**config.mk**
```make
export PLATFORM = sky130hd
export DESIGN_NAME = layer_code
export DESIGN_NICKNAME = d
export VERILOG_FILES = /design/src/rtl/layer_code.sv
export SDC_FILE = /design/constraint.sdc
export NUM_CORES = 2
export LEC_CHECK = 0
export CAP_MARGIN = 20
export CORE_ASPECT_RATIO = 0.75
export CORE_UTILIZATION = 30
export CTS_CLUSTER_SIZE = 30
export DETAILED_ROUTE_END_ITERATION = 7
export SLEW_MARGIN = 20
export SYNTH_ARGS = -nofsm -noshare
export SYNTH_HDL_FRONTEND = slang
export SYNTH_SLANG_ARGS = --single-unit
```
**constraint.sdc**
```tcl
create_clock -name clk_in -period 4 [get_ports clk_in]
set_clock_uncertainty 0.2 [all_clocks]
set_input_delay 0.4 -clock clk_in [delete_from_list [all_inputs] [get_ports clk_in]]
set_output_delay 0.4 -clock clk_in [all_outputs]
set_load 0.01 [all_outputs]
```
**src/rtl/layer_code.sv**
```systemverilog
`timescale 1ns/1ps
// Per-layer WS281x encoder: 64-word pixel buffer streamed as NRZ code with programmable timing.
// Define LAYER_CODE_RGBW_EN to transmit all 32 bits per pixel instead of the 24-bit colour.
module layer_code #(
  parameter int ADDR_WIDTH = 6,
  parameter int UNIT_CLKS  = 2
) (
  input  logic                  clk_in,
  input  logic                  rst_n_in,
  input  logic                  wr_en_in,
  input  logic                  wr_done_in,
  input  logic [ADDR_WIDTH-1:0] wr_addr_in,
  input  logic [7:0]            wr_data_in,
  input  logic [3:0]            wr_byte_en_in,
  input  logic [7:0]            t0h_cnt_in,
  input  logic [7:0]            t0l_cnt_in,
  input  logic [7:0]            t1h_cnt_in,
  input  logic [7:0]            t1l_cnt_in,
  output logic                  ws281x_code_out
);

  localparam int DEPTH = 1 << ADDR_WIDTH;
`ifdef LAYER_CODE_RGBW_EN
  localparam int BITS = 32;
`else
  localparam int BITS = 24;
`endif
  localparam int PW = $clog2(255 * UNIT_CLKS + 1);
  localparam int BW = $clog2(BITS);

  typedef enum logic [1:0] {IDLE, READ, SEND_H, SEND_L} state_e;

  logic [31:0]           mem_q [DEPTH];
  state_e                state_q;
  logic [ADDR_WIDTH-1:0] idx_q;
  logic [BITS-1:0]       shift_q;
  logic [BW-1:0]         bit_cnt_q;
  logic [PW-1:0]         cnt_q;
  logic [7:0]            t0h_q, t0l_q, t1h_q, t1l_q;
  logic                  code_q;

  logic [31:0]     rd_word;
  logic [BITS-1:0] fetch_bits;
  logic [PW-1:0]   fetch_hi_last, cur_lo_last, next_hi_last;

  // Phase counters hold (cycles - 1); a programmed count of 0 behaves as 1 unit.
  function automatic logic [PW-1:0] phase_last(input logic [7:0] units);
    int u;
    u = (units == 8'd0) ? 1 : int'(units);
    return PW'(u * UNIT_CLKS - 1);
  endfunction

  // NOTE: the pixel buffer has no reset; clearing a RAM costs a port and the contents are
  // always rewritten by the command layer before they matter.
  always_ff @(posedge clk_in) begin
    if (wr_en_in) begin
      for (int i = 0; i < 4; i++) begin
        if (wr_byte_en_in[i]) mem_q[wr_addr_in][8*i +: 8] <= wr_data_in;
      end
    end
  end

  assign rd_word    = mem_q[idx_q];
  assign fetch_bits = rd_word[BITS-1:0];

`ifndef LAYER_CODE_RGBW_EN
  logic unused_ctrl_byte;
  assign unused_ctrl_byte = ^rd_word[31:24];
`endif

  assign fetch_hi_last = fetch_bits[BITS-1] ? phase_last(t1h_q) : phase_last(t0h_q);
  assign cur_lo_last   = shift_q[BITS-1]    ? phase_last(t1l_q) : phase_last(t0l_q);
  assign next_hi_last  = shift_q[BITS-2]    ? phase_last(t1h_q) : phase_last(t0h_q);

  // The output register follows the state one cycle later, so every phase keeps its exact length.
  always_ff @(posedge clk_in) begin
    if (rst_n_in) begin
      state_q   <= IDLE;
      idx_q     <= '0;
      shift_q   <= '0;
      bit_cnt_q <= '0;
      cnt_q     <= '0;
      t0h_q     <= '0;
      t0l_q     <= '0;
      t1h_q     <= '0;
      t1l_q     <= '0;
      code_q    <= 1'b0;
    end else begin
      case (state_q)
        IDLE: begin
          code_q <= 1'b0;
          if (wr_done_in) begin
            t0h_q   <= t0h_cnt_in;
            t0l_q   <= t0l_cnt_in;
            t1h_q   <= t1h_cnt_in;
            t1l_q   <= t1l_cnt_in;
            idx_q   <= '0;
            state_q <= READ;
          end
        end
        READ: begin
          code_q    <= 1'b0;
          shift_q   <= fetch_bits;
          bit_cnt_q <= BW'(BITS - 1);
          cnt_q     <= fetch_hi_last;
          state_q   <= SEND_H;
        end
        SEND_H: begin
          code_q <= 1'b1;
          if (cnt_q == '0) begin
            cnt_q   <= cur_lo_last;
            state_q <= SEND_L;
          end else begin
            cnt_q <= cnt_q - PW'(1);
          end
        end
        SEND_L: begin
          code_q <= 1'b0;
          if (cnt_q != '0) begin
            cnt_q <= cnt_q - PW'(1);
          end else if (bit_cnt_q != '0) begin
            shift_q   <= shift_q << 1;
            bit_cnt_q <= bit_cnt_q - BW'(1);
            cnt_q     <= next_hi_last;
            state_q   <= SEND_H;
          end else if (idx_q != '1) begin
            idx_q   <= idx_q + ADDR_WIDTH'(1);
            state_q <= READ;
          end else begin
            state_q <= IDLE;
          end
        end
        default: state_q <= IDLE;
      endcase
    end
  end

  assign ws281x_code_out = code_q;

endmodule

```
# [Word-level counts from Yosys, hierarchy flattened]
# Memory sizes are Yosys's and may differ from the RTL's. A register that Yosys moved wholly into a read port is not among the register bits.
# Cells that the tools add are included.
[classes] addsub=7 n_eq_ne=11 muxes=43 n_reduce_logical=17
[ops] op="9-bit two-way mux" count=6
[ops] op="24-bit two-way mux" count=2
[ops] op="24-bit one-hot mux with 2 select lines" count=1
[ops] op="9-bit by 1-bit subtractor with 9-bit output, second input constant" count=5
[ops] op="6-bit two-way mux" count=6
[ops] op="8-bit zero test" count=4
[ops] op="8-bit two-way mux" count=4
[ops] op="9-bit one-hot mux with 3 select lines" count=1
[ops] op="1-bit two-way mux" count=13
[ops] op="2-bit inequality test, second input constant" count=6
[ops] op="6-bit one-hot mux with 2 select lines" count=1
[ops] op="5-bit two-way mux" count=2
[ops] op="5-bit one-hot mux with 2 select lines" count=1
[ops] op="9-bit zero test" count=1
[ops] op="9-bit nonzero test" count=1
[ops] op="2-bit two-way mux" count=4
[ops] op="2-bit one-hot mux with 4 select lines" count=1
[ops] op="6-bit by 1-bit adder with 6-bit output, second input constant" count=1
[ops] op="6-bit inequality test, second input constant" count=1
[ops] op="3-bit AND reduction" count=2
[ops] op="5-bit AND reduction" count=1
[ops] op="5-bit nonzero test" count=1
[ops] op="5-bit by 1-bit subtractor with 5-bit output, second input constant" count=1
[ops] op="2-bit equality test, second input constant" count=2
[ops] op="8 further kinds" count=10
[totals] regBits=79 ram_bits=2048 output_inout_bits=1 word_cells=89 memories=1
[memory_table] name="mem_q" depth=64 width=32 read_ports=1 rd_ports_with_merged_regs=1 write_ports=1 line="33" source="logic [31:0] mem_q [DEPTH];"

# [Depth between registers and ports, before layout]
[depth] depth_word=7 ltp_mapped=10 ltp_nobuf=9

# [Least setup slack after synthesis]
# Ideal clock, no wire load.
[synth_timing] kind="register -> register" from="reg with a tool-made name" to="reg shift_q[1]" setup_time_ns=0.133 t_arrival_ns=2.357 required_ns=3.667 path_slack_ns=1.310 path_stages_with_launch=10 n_path_buf=3 period_less_slack_ns=2.690 path_cell_list="dfxtp_1 > buf_6 > buf_2 > buf_2 > mux4_2 > mux4_2 > a22oi_1 > a21oi_1 > a211oi_1 > nor3_1"
[synth_lines] item="to (signal assigned)" line="103" source="shift_q <= fetch_bits;"
[synth_lines] item="to (signal assigned)" line="122" source="shift_q <= shift_q << 1;"
[synth_lines] item="to (decl)" line="36" source="logic [BITS-1:0] shift_q;"

==> results.json <==
{
  "run_status": "finished with violations",
  "failed_checks": "hold timing",
  "clock_latency_ps": 780,
  "final_min_period_over_clock_period_pct": 89.1,
  "floorplan.rows": 146,
  "antenna_found_initial": 8,
  "drt_first_pass_iters": 6,
  "total_power_w": 0.0353,
  "cts.repair.resized": 0,
  "edff_count_synth": 1536,
  "grt_pass1_wl_um": 218000,
  "tns_ps": 0,
  "postSynthCellCount": 3075,
  "worst_pin_slew_ps": 1050,
  "crit_path_top_delay_cell": "dfxtp_4",
  "portBuffers": 53,
  "grt_setup_unrepaired": "no",
  "synthArstFlopShare_pct": 0,
  "tritoncts.num_buffers": 152,
  "period_needed_ps": 3560,
  "slew_headroom_pct": 29.4,
  "cp.arrival_ps": 4040,
  "post-route-drc-count": 0,
  "tritoncts": "built",
  "achievable-frequency_ghz": 0.281,
  "yosysSeqAreaShare_pct": 75.1,
  "final_core_utilization_pct": 35.1,
  "route.antenna.remaining_nets": 0,
  "timing_max_transition_violations_final": 0,
  "syn2layout_area_growth_pct": 16.2,
  "routed-via-count": 31400,
  "timing.critical_path.required_ps": 4480,
  "design.core.area_mm2": 0.211,
  "setup_viol_count_final": 0,
  "number_of_warnings_reported_in_the_yosys_synthesis_log": 0,
  "max-vdd-ir-drop_v": 0.000332,
  "floorplan.initialDensity_pct": 30.2,
  "post-route-worst-setup-slack_ps": 437,
  "synth_cell_type_count": 72,
  "clock_tree.buffer_depth": 4,
  "dpl_ws_ps": 422,
  "maxCapViolCount": 0,
  "gp_congestion": 0.810,
  "clock_sink_count": 1621,
  "yosys_register_bits": 1621,
  "totalWireLength_um": 150000,
  "die_width_um": 534,
  "globalRouteOverflowTotal": 0,
  "postCtsSetupBuffers": 0,
  "crit_chain": "buf_12 -> mux4_2 -> nand3b_1 -> nand4_1 -> a32oi_4 -> mux2_1 -> a211oi_2",
  "grt_start_max_net_pins": 115,
  "hold-worst-slack_ps": -17.0,
  "avgSynthCellArea_um2": 20.7,
  "grtUsageMet3_pct": 3.14,
  "gr-usage-met1_pct": 21.0,
  "synth.net_count": 3134,
  "post_route_cells_drive_above_1_share_pct": 28.4,
  "groute.layer.met2.usage_pct": 20.0,
  "routed_wire_length_per_instance_um": 23.8,
  "post_drt_via_cell_ratio": 4.97,
  "hold_viol_final": 10,
  "post_cts_hold_buffer_count": 24,
  "cts-root-buf": "clkbuf_16",
  "drt-initial-drc-count": 3568,
  "synth_ff_type": "edfxtp_1",
  "dieHeight_um": 401,
  "dpl.hpwl_um": 94400,
  "die-area_mm2": 0.214,
  "grt_busiest_layer": "met1",
  "critPathLaunchType": "flip-flop",
  "clkTransAtPathRegs_ps": 60,
  "final_nets": 3453,
  "timing.critical_path.fanout_max": 25,
  "ioPinCount": 55,
  "total_routing_usage_reported_by_global_routing_pct": 13.8,
  "min-delay-path-class": "primary input to flip-flop",
  "category_of_the_worst_setup_path_capture_point": "flip-flop",
  "mappedNetlistArea_mm2": 0.0637,
  "worst-setup-path-type": "flip-flop to flip-flop",
  "max_stage_delay_ps": 680,
  "p_leak_nw": 22.2,
  "htree_levels": 4,
  "grt_pass1_vias": 31200,
  "powerDensity_mw_per_mm2": 476
}
[final cells by class]
cell class                      instances  area [µm²]
Clock buffer                          181        3930
Sequential cell                      1621       47800
Clock inverter                         71         586
Inverter                               16        60.1
Antenna cell                            2        5.00
Multi-Input combinational cell       1253       14900
Timing Repair Buffer                  350        3120
Tap cell                             2812        3520
Fill cell                           19400      137000
[flip-flops by register name, summed over array words and instances (netlist names), named ones only]
signal / cells
mem_q: 1536
shift_q: 24
cnt_q: 9
t0h_q: 8
t0l_q: 8
t1h_q: 8
t1l_q: 8
idx_q: 6
bit_cnt_q: 5
state_q: 2
ws281x_code_out: 1
[power breakdown]
group	internal, W	switching (W)
registers	0.0187	0.000156
clock network	0.00753	0.00611
logic	0.00124	0.00153
[stage by stage]
step           area [µm²]  cells
2_1_floorplan       63700   3075
3_3_place_gp        69200   6027
3_5_place_dp        69200   6027
4_1_cts             74000   6303
5_1_grt             74000   6306
6_report            74000   6306
[cell families after synthesis]
kind of cell | after synthesis | share of synthesized area [%]
buffers and inverters | 201 | 1.52
flip-flops | 1621 | 75.1
AO/OA/AOI/OAI | 225 | 2.47
multiplexers | 497 | 17.1
AND/OR/NAND/NOR | 509 | 3.52
adder cells (fa/ha/maj) | 5 | 0.0982
XOR/XNOR | 17 | 0.234
[worst paths after layout]
kind / start / to / slack (ps) / depth (start not counted)
max: flip-flop / cnt_q[5] / 440 / 7
min reg2reg: bit_cnt_q[4] / bit_cnt_q[4] / 280 / 2
min: wr_data_in[1] / mem_q[47][9] / -20 / 1
max reg2reg: flip-flop / cnt_q[5] / 440 / 7
[synth_stat cells, types with 4 or more instances]
| master | count | share of area (%) |
|---|---|---|
| or3b_2 | 6 | 0.082 |
| mux4_2 | 472 | 17 |
| o31ai_1 | 6 | 0.071 |
| dfxtp_1 | 85 | 2.7 |
| o21ai_0 | 11 | 0.086 |
| a22oi_1 | 47 | 0.55 |
| nand3_1 | 7 | 0.055 |
| ha_1 | 5 | 0.098 |
| a31oi_1 | 6 | 0.059 |
| or4_1 | 7 | 0.082 |
| xnor2_1 | 13 | 0.18 |
| and2_1 | 8 | 0.079 |
| nor3_1 | 48 | 0.38 |
| buf_2 | 73 | 0.57 |
| nand3b_1 | 8 | 0.094 |
| edfxtp_1 | 1536 | 72 |
| buf_6 | 10 | 0.18 |
| inv_1 | 16 | 0.094 |
| xor2_1 | 4 | 0.055 |
| nor3b_1 | 7 | 0.082 |
| o21a_1 | 4 | 0.047 |
| nor4_1 | 4 | 0.039 |
| a211oi_1 | 29 | 0.34 |
| clkbuf_1 | 75 | 0.44 |
| nor2b_1 | 4 | 0.039 |
| buf_4 | 6 | 0.071 |
| a311oi_1 | 7 | 0.096 |
| buf_1 | 19 | 0.11 |
| mux2_2 | 6 | 0.11 |
| nand2_1 | 124 | 0.73 |
| a21oi_1 | 71 | 0.56 |
| o211ai_1 | 4 | 0.047 |
| mux2i_1 | 18 | 0.28 |
| nand4b_1 | 4 | 0.055 |
| o22ai_1 | 4 | 0.039 |
| and3_1 | 4 | 0.039 |
| nor2_1 | 256 | 1.5 |
| or2_2 | 4 | 0.039 |
| or3_1 | 7 | 0.069 |
[layer usage]
layer / vias to the layer above / part of all wire, %
li1: 13400 / -
met5: - / 0.25
met3: 184 / 7.9
met2: 1167 / 44
met1: 16600 / 46
met4: 6 / 1.7
[cells in the final DEF, fill, tap and decap left out, types with 7 or more instances in the layout]
cell                n
mux2i_1            18
dfxtp_1            81
nand3b_1            8
nand2_1           123
buf_12             23
inv_1              16
clkbuf_1           28
nor2_1            253
or4_1               7
buf_6               8
a311oi_1            7
clkinv_2           25
a211oi_1           29
o21ai_0            11
a21oi_1            71
dlygate4sd3_1      25
clkbuf_16         153
and2_1              8
nor3b_1             7
nor3_1             48
xnor2_1            13
buf_4             249
mux4_2            472
clkinv_1           24
a22oi_1            47
bufinv_16           8
edfxtp_1         1536
nand3_1             7
or3_1               7
clkdlybuf4s50_1    44
[worst max-delay path: cells and delay by family (launching register included)]
family	cells	cell delay (ps)
DFF	1	680
muxes	2	950
and+or+nand+nor	2	500
buffers and inverters	1	310
AOI/OAI and AO/OA	2	790
Note: power is estimated with default switching activity, not from simulation.
